[src/rtl/synverll_sdiv_caller.sv]
// rtl/synverll_sdiv_caller.sv - credit-flow initiator for a fixed-latency pipelined sdiv callee
// Optional divide-by-zero override enabled by SYNVERLL_SDIV_CALLER_DBZ_EN.
module synverll_sdiv_caller #(
  parameter int FIFO_DEPTH = 8,
  parameter int FIFO_AW    = 3
) (
  input  logic        system_clock,
  input  logic        system_reset,
  input  logic        in_valid,
  output logic        in_ready,
  input  logic [31:0] in_dividend,
  input  logic [31:0] in_divisor,
  output logic        __call_sdiv_req,
  input  logic        __call_sdiv_ready,
  output logic [31:0] __call_sdiv_args_0,
  output logic [31:0] __call_sdiv_args_1,
  input  logic        __call_sdiv_done,
  input  logic [31:0] __call_sdiv_q,
  input  logic [31:0] __call_sdiv_r,
  output logic        out_valid,
  input  logic        out_ready,
  output logic [31:0] out_q,
  output logic [31:0] out_r,
  output logic        out_dbz,
  output logic        err_protocol
);

  localparam logic [FIFO_AW:0] LP_DEPTH = (FIFO_AW+1)'(FIFO_DEPTH);

  logic [FIFO_AW:0]   r_credits;
  logic [FIFO_AW:0]   r_outstanding;
  logic [FIFO_AW:0]   r_count;
  logic [FIFO_AW-1:0] r_wr_ptr;
  logic [FIFO_AW-1:0] r_rd_ptr;
  logic               r_req;
  logic [31:0]        r_arg0;
  logic [31:0]        r_arg1;
  logic               r_err;
  logic [31:0]        r_mem_q [FIFO_DEPTH];
  logic [31:0]        r_mem_r [FIFO_DEPTH];

  logic        w_issue;
  logic        w_pop;
  logic        w_empty;
  logic        w_full;
  logic        w_capture;
  logic        w_push;
  logic        w_err_evt;
  logic [31:0] w_push_q;
  logic [31:0] w_push_r;

  assign w_empty   = (r_count == '0);
  assign w_full    = (r_count == LP_DEPTH);
  assign in_ready  = (r_credits != '0) & __call_sdiv_ready;
  assign w_issue   = in_valid & in_ready;
  assign out_valid = ~w_empty;
  assign w_pop     = out_valid & out_ready;
  // A done with nothing outstanding carries no valid result, so it is flagged and dropped.
  assign w_capture = __call_sdiv_done & (r_outstanding != '0);
  assign w_push    = w_capture & ~w_full;
  assign w_err_evt = __call_sdiv_done & ((r_outstanding == '0) | w_full);

  assign __call_sdiv_req    = r_req;
  assign __call_sdiv_args_0 = r_arg0;
  assign __call_sdiv_args_1 = r_arg1;
  assign err_protocol       = r_err;
  assign out_q              = w_empty ? '0 : r_mem_q[r_rd_ptr];
  assign out_r              = w_empty ? '0 : r_mem_r[r_rd_ptr];

`ifdef SYNVERLL_SDIV_CALLER_DBZ_EN
  logic               r_dbz_flag [FIFO_DEPTH];
  logic [31:0]        r_dbz_num  [FIFO_DEPTH];
  logic               r_mem_dbz  [FIFO_DEPTH];
  logic [FIFO_AW-1:0] r_fq_wr;
  logic [FIFO_AW-1:0] r_fq_rd;
  logic               w_flag;
  logic [31:0]        w_num;

  // Flag queue tracks the same calls as the callee pipeline, so capture order matches issue order.
  assign w_flag   = r_dbz_flag[r_fq_rd];
  assign w_num    = r_dbz_num[r_fq_rd];
  assign w_push_q = w_flag ? (w_num[31] ? 32'h8000_0000 : 32'h7FFF_FFFF) : __call_sdiv_q;
  assign w_push_r = w_flag ? w_num : __call_sdiv_r;
  assign out_dbz  = w_empty ? 1'b0 : r_mem_dbz[r_rd_ptr];

  always_ff @(posedge system_clock or negedge system_reset) begin
    if (!system_reset) begin
      r_fq_wr <= '0;
      r_fq_rd <= '0;
    end else begin
      if (w_issue)   r_fq_wr <= r_fq_wr + 1'b1;
      if (w_capture) r_fq_rd <= r_fq_rd + 1'b1;
    end
  end

  always_ff @(posedge system_clock) begin
    if (w_issue) begin
      r_dbz_flag[r_fq_wr] <= (in_divisor == '0);
      r_dbz_num[r_fq_wr]  <= in_dividend;
    end
    if (w_push) r_mem_dbz[r_wr_ptr] <= w_flag;
  end
`else
  assign w_push_q = __call_sdiv_q;
  assign w_push_r = __call_sdiv_r;
  assign out_dbz  = 1'b0;
`endif

  always_ff @(posedge system_clock or negedge system_reset) begin
    if (!system_reset) begin
      r_req         <= 1'b0;
      r_arg0        <= '0;
      r_arg1        <= '0;
      r_credits     <= LP_DEPTH;
      r_outstanding <= '0;
      r_count       <= '0;
      r_wr_ptr      <= '0;
      r_rd_ptr      <= '0;
      r_err         <= 1'b0;
    end else begin
      r_req <= w_issue;
      if (w_issue) begin
        r_arg0 <= in_dividend;
        r_arg1 <= in_divisor;
      end
      case ({w_issue, w_pop})
        2'b10:   r_credits <= r_credits - 1'b1;
        2'b01:   if (r_credits != LP_DEPTH) r_credits <= r_credits + 1'b1;
        default: ;
      endcase
      case ({w_issue, w_capture})
        2'b10:   r_outstanding <= r_outstanding + 1'b1;
        2'b01:   r_outstanding <= r_outstanding - 1'b1;
        default: ;
      endcase
      case ({w_push, w_pop})
        2'b10:   r_count <= r_count + 1'b1;
        2'b01:   r_count <= r_count - 1'b1;
        default: ;
      endcase
      if (w_push)    r_wr_ptr <= r_wr_ptr + 1'b1;
      if (w_pop)     r_rd_ptr <= r_rd_ptr + 1'b1;
      if (w_err_evt) r_err    <= 1'b1;
    end
  end

  always_ff @(posedge system_clock) begin
    if (w_push) begin
      r_mem_q[r_wr_ptr] <= w_push_q;
      r_mem_r[r_wr_ptr] <= w_push_r;
    end
  end

endmodule
[config.mk]
export PLATFORM = sky130hd
export DESIGN_NAME = synverll_sdiv_caller
export DESIGN_NICKNAME = d
export VERILOG_FILES = /design/src/rtl/synverll_sdiv_caller.sv
export SDC_FILE = /design/constraint.sdc
export NUM_CORES = 1
export LEC_CHECK = 0
export CORE_ASPECT_RATIO = 1.1
export CORE_MARGIN = 1.5
export CORE_UTILIZATION = 60
export DETAILED_ROUTE_END_ITERATION = 10
export PLACE_DENSITY = 0.85
export SLEW_MARGIN = 20
export SYNTH_ARGS = -nofsm -noshare
export SYNTH_HDL_FRONTEND = slang
export SYNTH_SLANG_ARGS = --single-unit
[constraint.sdc]
create_clock -name system_clock -period 19 [get_ports system_clock]
set_clock_uncertainty 0.05 [all_clocks]
set_input_delay 3.8 -clock system_clock [delete_from_list [all_inputs] [get_ports system_clock]]
set_output_delay 3.8 -clock system_clock [all_outputs]
set_load 0.05 [all_outputs]
==> out/metrics.yaml, run 1 <==
status: "finished, final reports clean"
clockBufferDepth: 3
postCtsSetupRepairBufs: 0
synth_area_um2: 22900
grt_pass1_vias: 12400
relSlewSlack_pct: 25.0
yosysSeqAreaShare_pct: 76.2
cts_hold_buf: 0
die-area_um2: 39400
core_um2: 37400
placed_cells: 1909
die_w_um: 189
grt_max_degree: 85
drv_cap: 0
synthFlopType: "edfxtp_1"
post_cts.resized_instances: 0
worst_path_most_repeated_cell: "clkdlybuf4s50_1"
syn2layout_area_growth_pct: 21.9
grt_usage_pct: 25.0
synth.distinct_cells: 41
post_drt_wl_per_cell_um: 24.0
insertion_delay_ns: 0.57
fin_crit_ns: 9.20
design_area_um2: 28000
critical_path.max_fanout: 4
place_congestion: 0.826
use_met1_pct: 32.0
hold_class: "register to register"
cts.sinks: 596
r2r-end: "r_mem_q[0][19]"
drc: 0
worst_setup_path_end_kind: "primary output"
numCtsBuffers: 54
viasPerCell: 5.88
r2r_cells: 5
p_leak_uw: 0.00983
vias: 11900
ys_warn_count: 0
gr-usage-met2_pct: 42.1
top_usage_layer: "met2"
finalMaxSlewViolations: 0
final_cell_mix: "edfxtp_1 (512), clkdlybuf4s50_1 (264), nand2_1 (198)"
syn_area_per_cell_um2: 19.2
port_buffers: 265
place_area_um2: 26100
fin_cells: 2019
fin_tns_setup_ns: 0
hold_path_end: "r_outstanding[3]"
synth_edf_count: 512
first_pass_iters: 5
hpwl_um: 26900
syn-num-nets: 1337
grt_use_met3_pct: 5.38
worst_pin_slew_ns: 1.12
period_share_pct: 48.4
cp_slowest_cell: "clkdlybuf4s50_1"
cts_tree: "done"
wl_um: 48500
ant_nets: 0
fp-row-count: 74
final_common_cell: "edfxtp_1"
grt_pass1_wl_um: 73200
hold_viol_final: 0
worstReg2RegStart: "r_count[1]"
syn_inst: 1192
ios: 267
crit_type: "input pin to primary output"
grt_overflow: 0
cellPowerDensity_nw_per_um2: 171
htreeDepth: 2
cts-root-buf: "clkbuf_16"
rsz0062_at_grt: "no"
crit_path_start_kind: "input pin"
antenna_found_initial: 7
max_stage_delay_ns: 0.84
finalSetupViolCount: 0
worstPathRequired_ns: 15.15
drt_iter0_drc: 984
nets: 1621
fmax_mhz: 109
drive_above_1_share_pct: 16.0
r2r_setup_slack_ns: 15.83
die_h_um: 208
hold_start: "r_outstanding[3]"
hold_depth: 1
vdd_drop_max_mv: 0.184
clk_pin_slew_ns: 0.06
crit_path_cell_trace: "clkdlybuf4s50_1 > o41a_1 > clkdlybuf4s50_1"
ys_ff_latch: 596
async_flop_share_pct: 14.1
initial_utilization_pct: 61.3
critPathArrivalTime_ns: 5.35
==> layer usage <==
| layer | vias up | share of wire, % |
|---|---|---|
| met5 | - | 0.083 |
| met4 | 6 | 3.4 |
| met3 | 102 | 7.5 |
| met2 | 499 | 50 |
| met1 | 6082 | 39 |
| li1 | 5185 | - |
==> critical path: cells and delay by family <==
kind,cells,cell delay (ns)
buffers and inverters,2,1.31
AO/OA/AOI/OAI,1,0.24
==> worst max path at each step <==
| stage | to | depth (start not counted) | from | slack [ns] |
|---|---|---|---|---|
| 5_1_grt | in_ready | 3 | __call_sdiv_ready | 9.76 |
| 6_report | in_ready | 3 | __call_sdiv_ready | 9.80 |
| 2_1_floorplan | r_mem_q[1][0] | 2 | __call_sdiv_done | 10.13 |
| 3_3_place_gp | in_ready | 3 | __call_sdiv_ready | 9.84 |
| 3_5_place_dp | in_ready | 3 | __call_sdiv_ready | 9.81 |
| 4_1_cts | in_ready | 3 | __call_sdiv_ready | 9.80 |
==> area by class of cell <==
class / instances / area, µm²
multi-input combinational: 534 / 5230
clock buffer: 65 / 1390
sequential: 596 / 17500
fill: 2074 / 9450
tap: 494 / 618
antenna: 4 / 10.0
clock inverter: 36 / 284
timing repair buffer: 286 / 2920
inverter: 4 / 15.0
==> flip-flops by register name, indices dropped and copies added, names as in the netlist <==
name	count
r_wr_ptr	3
r_mem_r	256
r_mem_q	256
__call_sdiv_req	1
r_rd_ptr	3
r_count	4
__call_sdiv_args_0	32
r_credits	4
err_protocol	1
__call_sdiv_args_1	32
r_outstanding	4
==> stage by stage <==
step                utilization [%]  setup WS, ns  power [µW]  hold slack [ns]
floorplan                         -         10.13        3130            0.393
global placement               69.8          9.84        3730            0.405
detailed placement             69.8          9.81        3770            0.411
CTS                            74.3          9.80        4810            0.420
global route                   74.7          9.76        4970            0.446
finish                         74.7          9.80        4780            0.420
==> report_power, final <==
part	switching [µW]	internal [µW]	leakage [µW]
Sequential	130	1660	0.00567
Clock	453	577	0.000821
Combinational	1220	743	0.00334
Total	1800	2980	0.00983
==> Yosys cell counts (all sizes together), types with 2 or more instances <==
| cell type | n | share of area [%] |
|---|---|---|
| inv | 4 | 0.065 |
| mux4 | 128 | 13 |
| nor2 | 76 | 1.3 |
| xor2 | 9 | 0.34 |
| mux2 | 6 | 0.29 |
| nor3 | 3 | 0.065 |
| edfxtp | 512 | 67 |
| clkbuf | 16 | 0.26 |
| mux2i | 65 | 2.8 |
| ha | 10 | 0.55 |
| nand3b | 2 | 0.065 |
| xnor2 | 8 | 0.31 |
| nand3 | 2 | 0.044 |
| a21oi | 4 | 0.087 |
| dfrtp | 83 | 9.1 |
| buf | 42 | 0.91 |
| a211oi | 3 | 0.12 |
| nand2 | 199 | 3.3 |
| nand2b | 2 | 0.055 |
| nor4 | 2 | 0.055 |
==> cell families (layout without fill, tap and decap cells) <==
kind of cell    after synthesis  in the layout  share of synthesized area (%)
compound gates               14             14                          0.529
xor+xnor                     17             17                          0.649
fa+ha+maj                    11             11                          0.633
buf+inv                      62            391                           1.23
flops                       596            596                           76.2
mux                         199            199                           15.7
other cells                   1              5                         0.0164
simple gates                292            292                           5.01
Power figures use the tool's default switching activity.
==> run 2: changes to the inputs <==
- CORE_UTILIZATION: 60 -> 56
- PLACE_DENSITY: 0.85 -> 0.8
- clock period: 19 -> 9.5 ns (I/O delays scaled with it)
==> run 2 against run 1 <==
  * Cell area shrank 0.15%
  * Worst hold slack improved by 0.0012 ns
  * Power up 100%
  * Via count decreased by 0.46%
  * Flip-flop and latch count unchanged
  * Largest power group unchanged
  * Highest routed layer unchanged
==> out/metrics.yaml, run 2 (synthesis results as in run 1) <==
final_common_cell: "edfxtp_1"
hold_class: "register to register"
hold_start: "r_outstanding[3]"
cts-root-buf: "clkbuf_16"
relSlewSlack_pct: 25.9  # +0.92 points
clk_pin_slew_ns: 0.06  # about the same
cts.sinks: 596  # unchanged
worstReg2RegStart: "r_count[1]"
cts_tree: "done"
multiInputGateArea_um2: 5230  # unchanged
nets: 1623  # +0.12%
n_antenna_cell: 0  # -4
status: "finished, final reports clean"
finalSetupViolCount: 0  # unchanged
die-area_um2: 42200  # +7.0%
die_w_um: 196  # +3.5%
hold_path_end: "r_outstanding[3]"
crit_type: "register to primary output"
postCtsSetupRepairBufs: 0  # unchanged
vias: 11800  # -0.46%
grt_overflow: 0  # unchanged
period_share_pct: 64.2
final_cell_mix: "edfxtp_1 (512), clkdlybuf4s50_1 (264), nand2_1 (198)"
drive_above_1_share_pct: 16.1  # +0.055 points
fin_tns_setup_ns: 0  # unchanged
insertion_delay_ns: 0.60  # +0.03 ns
fmax_mhz: 164
grt_usage_pct: 23.4  # -1.6 points
port_buffers: 265  # unchanged
hold_depth: 1  # unchanged
r2r_setup_slack_ns: 6.13  # -9.70 ns
cellPowerDensity_nw_per_um2: 342  # +100%
ios: 267  # unchanged
fin_cells: 2035  # +0.79%
path_buf_inv: 2  # unchanged
antenna_found_initial: 1  # -6
grt_pass1_wl_um: 73400  # +0.23%
place_congestion: 0.751  # -9.0%
drc: 0  # unchanged
initial_utilization_pct: 56.9  # -4.4 points
max_stage_delay_ns: 1.04  # +0.20 ns
ant_nets: 0  # unchanged
fillers: 2494  # +20%
cts_hold_buf: 0  # unchanged
register_area_um2: 17500  # unchanged
worst_setup_path_end_kind: "primary output"
r2r-end: "r_mem_r[7][28]"
die_h_um: 215  # +3.5%
worstPathRequired_ns: 7.55  # -7.60 ns
core_um2: 40300  # +7.7%
first_pass_iters: 4  # -1
crit_path_cell_trace: "buf_4 > mux4_2 > mux2i_1 > nor2_1 > clkdlybuf4s50_1"
drv_cap: 0  # unchanged
largestRegisters: "r_mem_q x256, r_mem_r x256"
post_drt_wl_per_cell_um: 23.8  # -1.0%
cp_slowest_cell: "dfrtp_4"
crit_family: "buffers and inverters"
finalMaxSlewViolations: 0  # unchanged
critPathArrivalTime_ns: 4.15  # -1.20 ns
fp-row-count: 77  # +4.1%
numCtsBuffers: 56  # +3.7%
r2r_cells: 5  # unchanged
fin_crit_ns: 6.10
grt_max_degree: 85  # unchanged
post_cts.resized_instances: 0  # unchanged
htreeDepth: 2  # unchanged
critical_path.max_fanout: 46  # +42
drt_iter0_drc: 785  # -20%
viasPerCell: 5.81  # -1.2%
p_leak_uw: 0.00981  # -0.19%
crit_path_start_kind: "register"
hold_viol_final: 0  # unchanged
rsz0062_at_grt: "no"
wl_um: 48400  # -0.24%
hpwl_um: 27000  # +0.43%
placed_cells: 1932  # +1.2%
vdd_drop_max_mv: 0.312  # +70%
worst_pin_slew_ns: 1.11  # -0.0139 ns
grt_pass1_vias: 12300  # -0.36%
syn2layout_area_growth_pct: 21.8
clockBufferDepth: 3  # unchanged
run 2: power breakdown:
| part | leakage, µW | switching, µW | internal, µW |
|---|---|---|---|
| combinational | 0.00331 | 2370 | 1460 |
| sequential | 0.00567 | 296 | 3310 |
| clock | 0.000834 | 921 | 1180 |
run 2: worst max path at each step:
stage	endpoint	slack (ns)	depth (start not counted)	from
floorplan	r_mem_q[1][0]	2.53	2	__call_sdiv_done
global placement	out_q[3]	3.88	5	r_rd_ptr[0]
detailed placement	out_q[12]	3.93	5	r_rd_ptr[0]
CTS	out_r[18]	3.27	5	r_rd_ptr[0]
global route	out_q[12]	3.05	5	r_rd_ptr[0]
finish	out_r[18]	3.40	5	r_rd_ptr[0]
run 2: layout make-up:
| cell class | instances | share of cell area (%) |
|---|---|---|
| clock buffer | 68 | 5.26 |
| clock inverter | 34 | 0.887 |
| inverter | 4 | 0.0538 |
| multi-input combinational | 534 | 18.7 |
| sequential | 596 | 62.6 |
| tap | 513 | 2.30 |
| timing repair buffer | 286 | 10.1 |
run 2: through the flow:
| step | setup slack [ns] | total power [µW] | instance area [µm²] | utilization (%) | hold WS [ns] |
|---|---|---|---|---|---|
| floorplan | 2.53 | 6270 | 22900 | - | 0.393 |
| global placement | 3.88 | 7460 | 26200 | 65.0 | 0.406 |
| detailed placement | 3.93 | 7530 | 26200 | 65.0 | 0.411 |
| CTS | 3.27 | 9640 | 27900 | 69.3 | 0.423 |
| global route | 3.05 | 9940 | 27900 | 69.3 | 0.439 |
| finish | 3.40 | 9540 | 27900 | 69.3 | 0.421 |
run 2: layer usage:
metal  vias up  track usage (%)  routed length (µm)
met5         -                0                  13
met4         2             7.69                1150
li1       5186                -                   -
met3        72             4.33                3220
met1      6124             30.4               19300
met2       435             40.4               24700
==> RTL edit 1: new RTL, settings of run 2 <==
Add a define of `SYNVERLL_SDIV_CALLER_DBZ_EN`.
--- a/src/rtl/synverll_sdiv_caller.sv
+++ b/src/rtl/synverll_sdiv_caller.sv
@@ -1,5 +1,7 @@
 // rtl/synverll_sdiv_caller.sv - credit-flow initiator for a fixed-latency pipelined sdiv callee
 // Optional divide-by-zero override enabled by SYNVERLL_SDIV_CALLER_DBZ_EN.
+`define SYNVERLL_SDIV_CALLER_DBZ_EN
+
 module synverll_sdiv_caller #(
   parameter int FIFO_DEPTH = 8,
   parameter int FIFO_AW    = 3
Formal check against the unedited RTL: not equivalent (Yosys sat finds a counterexample within 4 cycles, from zero or initial values and one cycle with system_reset low).
==> RTL edit 1 against run 2 <==
Sequential cell count up 278. Count of clock-buffer cells in the layout up 47. Final area up 46%. Synthesized area up 49%. Worst setup slack worse by 190 ps. Power up 60%. Wire length up 50%. Clock power up 63%.
==> RTL edit 1: results (changes against run 2) <==
[layout]
layout-drive-gt1-share=0.182  ; was 0.161
nonClkBufAreaFrac=0.0722  ; was 0.101
fin_area_sq_um=40800  ; was 27,900 sq um
clkbuf_count=115  ; was 68
nNonClkInverters=12  ; was 4

[global_routing]
grtUsageMet2=0.414  ; was 0.404
grt_pass1_wl_um=111000  ; was 73,400 um
antenna_found_initial=3  ; was 1
grt_max_degree=77  ; was 85
grt_pass1_vias=18900  ; was 12,300

[synth]
ys_top_cells_by_count=edfxtp_1 (784), nand2_1 (277), mux4_2 (194)  ; was edfxtp_1 (512), nand2_1 (199), mux4_2 (128)
ys_seq_elements=874  ; was 596
synth_edf_count=784  ; was 512
ys_types=47  ; was 41
synth.area.mux_share=0.157  ; about the same
synth_area_leaders=edfxtp_1 (69%), mux4_2 (13%), dfrtp_1 (6.5%)  ; was edfxtp_1 (67%), mux4_2 (13%), dfrtp_1 (9.1%)
synthArstFlopShare=0.103  ; was 0.141

[placed_design]
dp_hpwl_um=42000  ; was 27,000 um
placed_area_sq_um=37900  ; was 26,200 sq um

[outcome]
status=complete, no violations  ; unchanged

[pwr]
comb_power_share=0.376  ; was 0.402
peakVddDrop_mv=0.260  ; was 0.312 mV

[routing]
drtIter0Drc=1294  ; was 785

[setup_path]
crit_arrival_ps=4340  ; was 4150 ps
crit_fanout=38  ; was 46

[clocking]
insertion_delay_ps=620  ; was 600 ps

==> RTL edit 1: cell count changes after synthesis, moves of 13 or more <==
| cell | delta |
|---|---|
| edfxtp_1 | +272 |
| mux2i_1 | +33 |
| mux4_2 | +66 |
| clkbuf_1 | +22 |
| o21ai_0 | +49 |
| o21ai_1 | +13 |
| nand2_1 | +78 |
==> RTL edit 1: per-layer routing <==
layer	vias to the layer above	share of wire
met3	120	0.062
met5	-	0.00054
met2	587	0.53
met1	9137	0.39
li1	7704	-
met4	6	0.025
==> RTL edit 1: cell families after synthesis <==
group           Yosys count
buf+inv                 112
flops                   874
fa+ha+maj                13
mux                     295
simple gates            405
compound gates           97
xor+xnor                 20
==> RTL edit 1: through the flow <==
stage | instances | hold WS [ps]
finish | 2995 | 409
detailed placement | 2836 | 403
global placement | 2836 | 395
floorplan | 1816 | 416
CTS | 2995 | 416
global route | 2995 | 436
==> RTL edit 2: new RTL, flow settings as in run 2 <==
Without the edit above. Put one more register stage on the output `err_protocol`, cleared by the reset. The value now appears one clock later. The other outputs are not delayed to match.
--- a/src/rtl/synverll_sdiv_caller.sv
+++ b/src/rtl/synverll_sdiv_caller.sv
@@ -63,7 +63,13 @@
   assign __call_sdiv_req    = r_req;
   assign __call_sdiv_args_0 = r_arg0;
   assign __call_sdiv_args_1 = r_arg1;
-  assign err_protocol       = r_err;
+  always_ff @(posedge system_clock or negedge system_reset) begin
+    if (!system_reset) begin
+      err_protocol <= '0;
+    end else begin
+      err_protocol <= r_err;
+    end
+  end
   assign out_q              = w_empty ? '0 : r_mem_q[r_rd_ptr];
   assign out_r              = w_empty ? '0 : r_mem_r[r_rd_ptr];
 
Behaviour: not the same (a bounded check fails within 4 cycles, from zero or initial values and one cycle with system_reset low).
==> RTL edit 2 against run 2 <==
Final area about the same. Hold slack worse by 58 ps. Wire length shrank 1.5%. Die area grew 0.11%. Count of clock-buffer cells in the layout increased by 3. Synthesized area is 0.11% higher. Critical path depth unchanged. Power fell by 0.20%. Sequential cell count up 1. Worst setup slack gained 94 ps. Register-to-register slack better by 150 ps. Highest routed layer unchanged.
==> RTL edit 2: results (changes against run 2) <==
[global_routing]
grtUsageTotal=0.232  ; was 0.234
met1_usage=0.288  ; was 0.304
antenna_found_initial=4  ; was 1
grt_pass1_wl_um=72300  ; was 73,400 um
grtUsageMet2=0.408  ; was 0.404
grt_pass1_vias=12200  ; was 12,300
use_met3=0.0466  ; was 0.0433
grt_max_degree=105  ; was 85

[layout]
final_nets=1621  ; was 1,623
num-fill-cells=2537  ; was 2,494
layout-drive-gt1-share=0.161  ; about the same
reg_top3=r_mem_q: 256 flops, r_mem_r: 256 flops  ; unchanged

[sta]
setup-violations-final=0  ; unchanged
slew_headroom=0.283  ; was 0.259

[setup_path]
r2r_end=r_mem_r[7][28]  ; unchanged
worst_r2r_path_depth=5  ; unchanged
crit_arrival_ps=4050  ; was 4150 ps
crit_fanout=73  ; was 46
crit-reg2reg-launch=r_count[1]  ; unchanged
reg2reg_slack_ps=6280  ; was 6130 ps

[clocking]
insertion_delay_ps=620  ; was 600 ps
post-cts-setup-buffers=0  ; unchanged
clock_path_buffers=3  ; unchanged
clk_transition_reported_paths_ps=60  ; about the same
numCtsBuffers=57  ; was 56
root_buffer=clkbuf_16  ; unchanged
htreeDepth=2  ; unchanged

[synth]
synth_edf_count=512  ; unchanged
synth_area_leaders=edfxtp_1 (67%), mux4_2 (13%), dfrtp_1 (9.2%)  ; was edfxtp_1 (67%), mux4_2 (13%), dfrtp_1 (9.1%)
synth-seq-area-share=0.763  ; was 0.762
ys_top_cells_by_count=edfxtp_1 (512), nand2_1 (199), mux4_2 (128)  ; unchanged
synthFlopType=edfxtp_1  ; unchanged
synthesis.nets=1338  ; was 1,337
synth_compound_area_frac=0.00529  ; about the same
synthArstFlopShare=0.142  ; was 0.141
yosysWarningCount=0  ; unchanged
synthXorXnorAreaFrac=0.00649  ; about the same
synth.area.mux_share=0.157  ; about the same
ys_types=41  ; unchanged
yosys.area_share.adder=0.00632  ; was 0.00633

[pwr]
peakVddDrop_mv=0.344  ; was 0.312 mV
p_leak_nw=9.81  ; about the same

[placed_design]
place_ws_ps=4080  ; was 3930 ps
dp_hpwl_um=26500  ; was 27,000 um
placed_area_sq_um=26200  ; about the same
place_congestion=0.766  ; was 0.751
port_buffers=265  ; unchanged

[routing]
drtIter0Drc=766  ; was 785
drt-total-wl_um=47600  ; was 48,400 um
first_pass_iters=5  ; was 4
via_per_inst=5.73  ; was 5.81

[min_path]
holdPathStages=0  ; was 1
hold_class=reg2reg  ; unchanged
holdPathEnd=err_protocol  ; was r_outstanding[3]
hp-start=r_err  ; was r_outstanding[3]

[floorplanning]
die_w_um=196  ; about the same

[outcome]
status=complete, no violations  ; unchanged

==> RTL edit 2: changes by cell type in the layout (fill, tap and decap cells not counted) <==
cell / change
dfrtp_1: +1
clkinv_1: -6
inv_16: +1
diode_2: +1
clkbuf_8: +2
clkbuf_1: +1
bufinv_16: -1
inv_4: +2
clkinvlp_4: -1
clkinv_4: -2
clkinv_2: +2
buf_4: -4
==> RTL edit 2: through the flow <==
| stage | power [mW] | hold slack, ps | std cells | utilization |
|---|---|---|---|---|
| 6_report | 9.52 | 363 | 2031 | 0.693 |
| 5_1_grt | 9.92 | 361 | 2031 | 0.693 |
| 4_1_cts | 9.63 | 357 | 2030 | 0.693 |
| 3_5_place_dp | 7.52 | 337 | 1930 | 0.650 |
| 3_3_place_gp | 7.47 | 330 | 1930 | 0.650 |
| 2_1_floorplan | 6.28 | 298 | 1193 | - |
==> RTL edit 2: critical path: stages (launching register included) <==
cell,delay [ps]
dfrtp_4,1120
buf_4,800
mux4_2,340
mux2i_1,70
nor2_1,200
clkdlybuf4s50_1,850
==> RTL edit 2: report_power, final <==
part | internal [mW] | switching (mW)
clock network | 1.17 | 0.932
registers | 3.32 | 0.304
logic | 1.46 | 2.34
==> RTL edit 2: worst max path at each step <==
stage                                 from       endpoint  slack [ps]
after floorplan           __call_sdiv_done  r_mem_q[1][0]        2530
after global placement         r_rd_ptr[1]      out_r[16]        4060
after detailed placement       r_rd_ptr[1]       out_r[9]        4080
after CTS                      r_rd_ptr[1]      out_q[19]        3380
after global routing           r_rd_ptr[1]      out_r[16]        3280
final                          r_rd_ptr[1]      out_r[13]        3500
==> RTL edit 2: layer usage <==
metal	vias to the layer above	routed length, um
met3	71	3170
met5	-	30
li1	5194	-
met1	5943	18600
met2	433	24800
met4	4	1030
==> RTL edit 2: cells by family (layout without fill, tap and decap cells) <==
group,after synthesis,count (layout)
multiplexers,199,199
buffers and inverters,62,386
AO/OA/AOI/OAI,14,14
AND/OR/NAND/NOR,292,292
XOR/XNOR,17,17
flip-flops,597,597
adder cells (fa/ha/maj),11,11
other,1,2
==> RTL edit 2: final cells by class <==
| class | count | area share |
|---|---|---|
| tap | 513 | 0.0230 |
| inverter | 4 | 0.000538 |
| antenna | 1 | 0.0000897 |
| clock inverter | 29 | 0.00762 |
| multi-input combinational | 534 | 0.187 |
| timing repair buffer | 282 | 0.100 |
| clock buffer | 71 | 0.0537 |
| sequential | 597 | 0.627 |
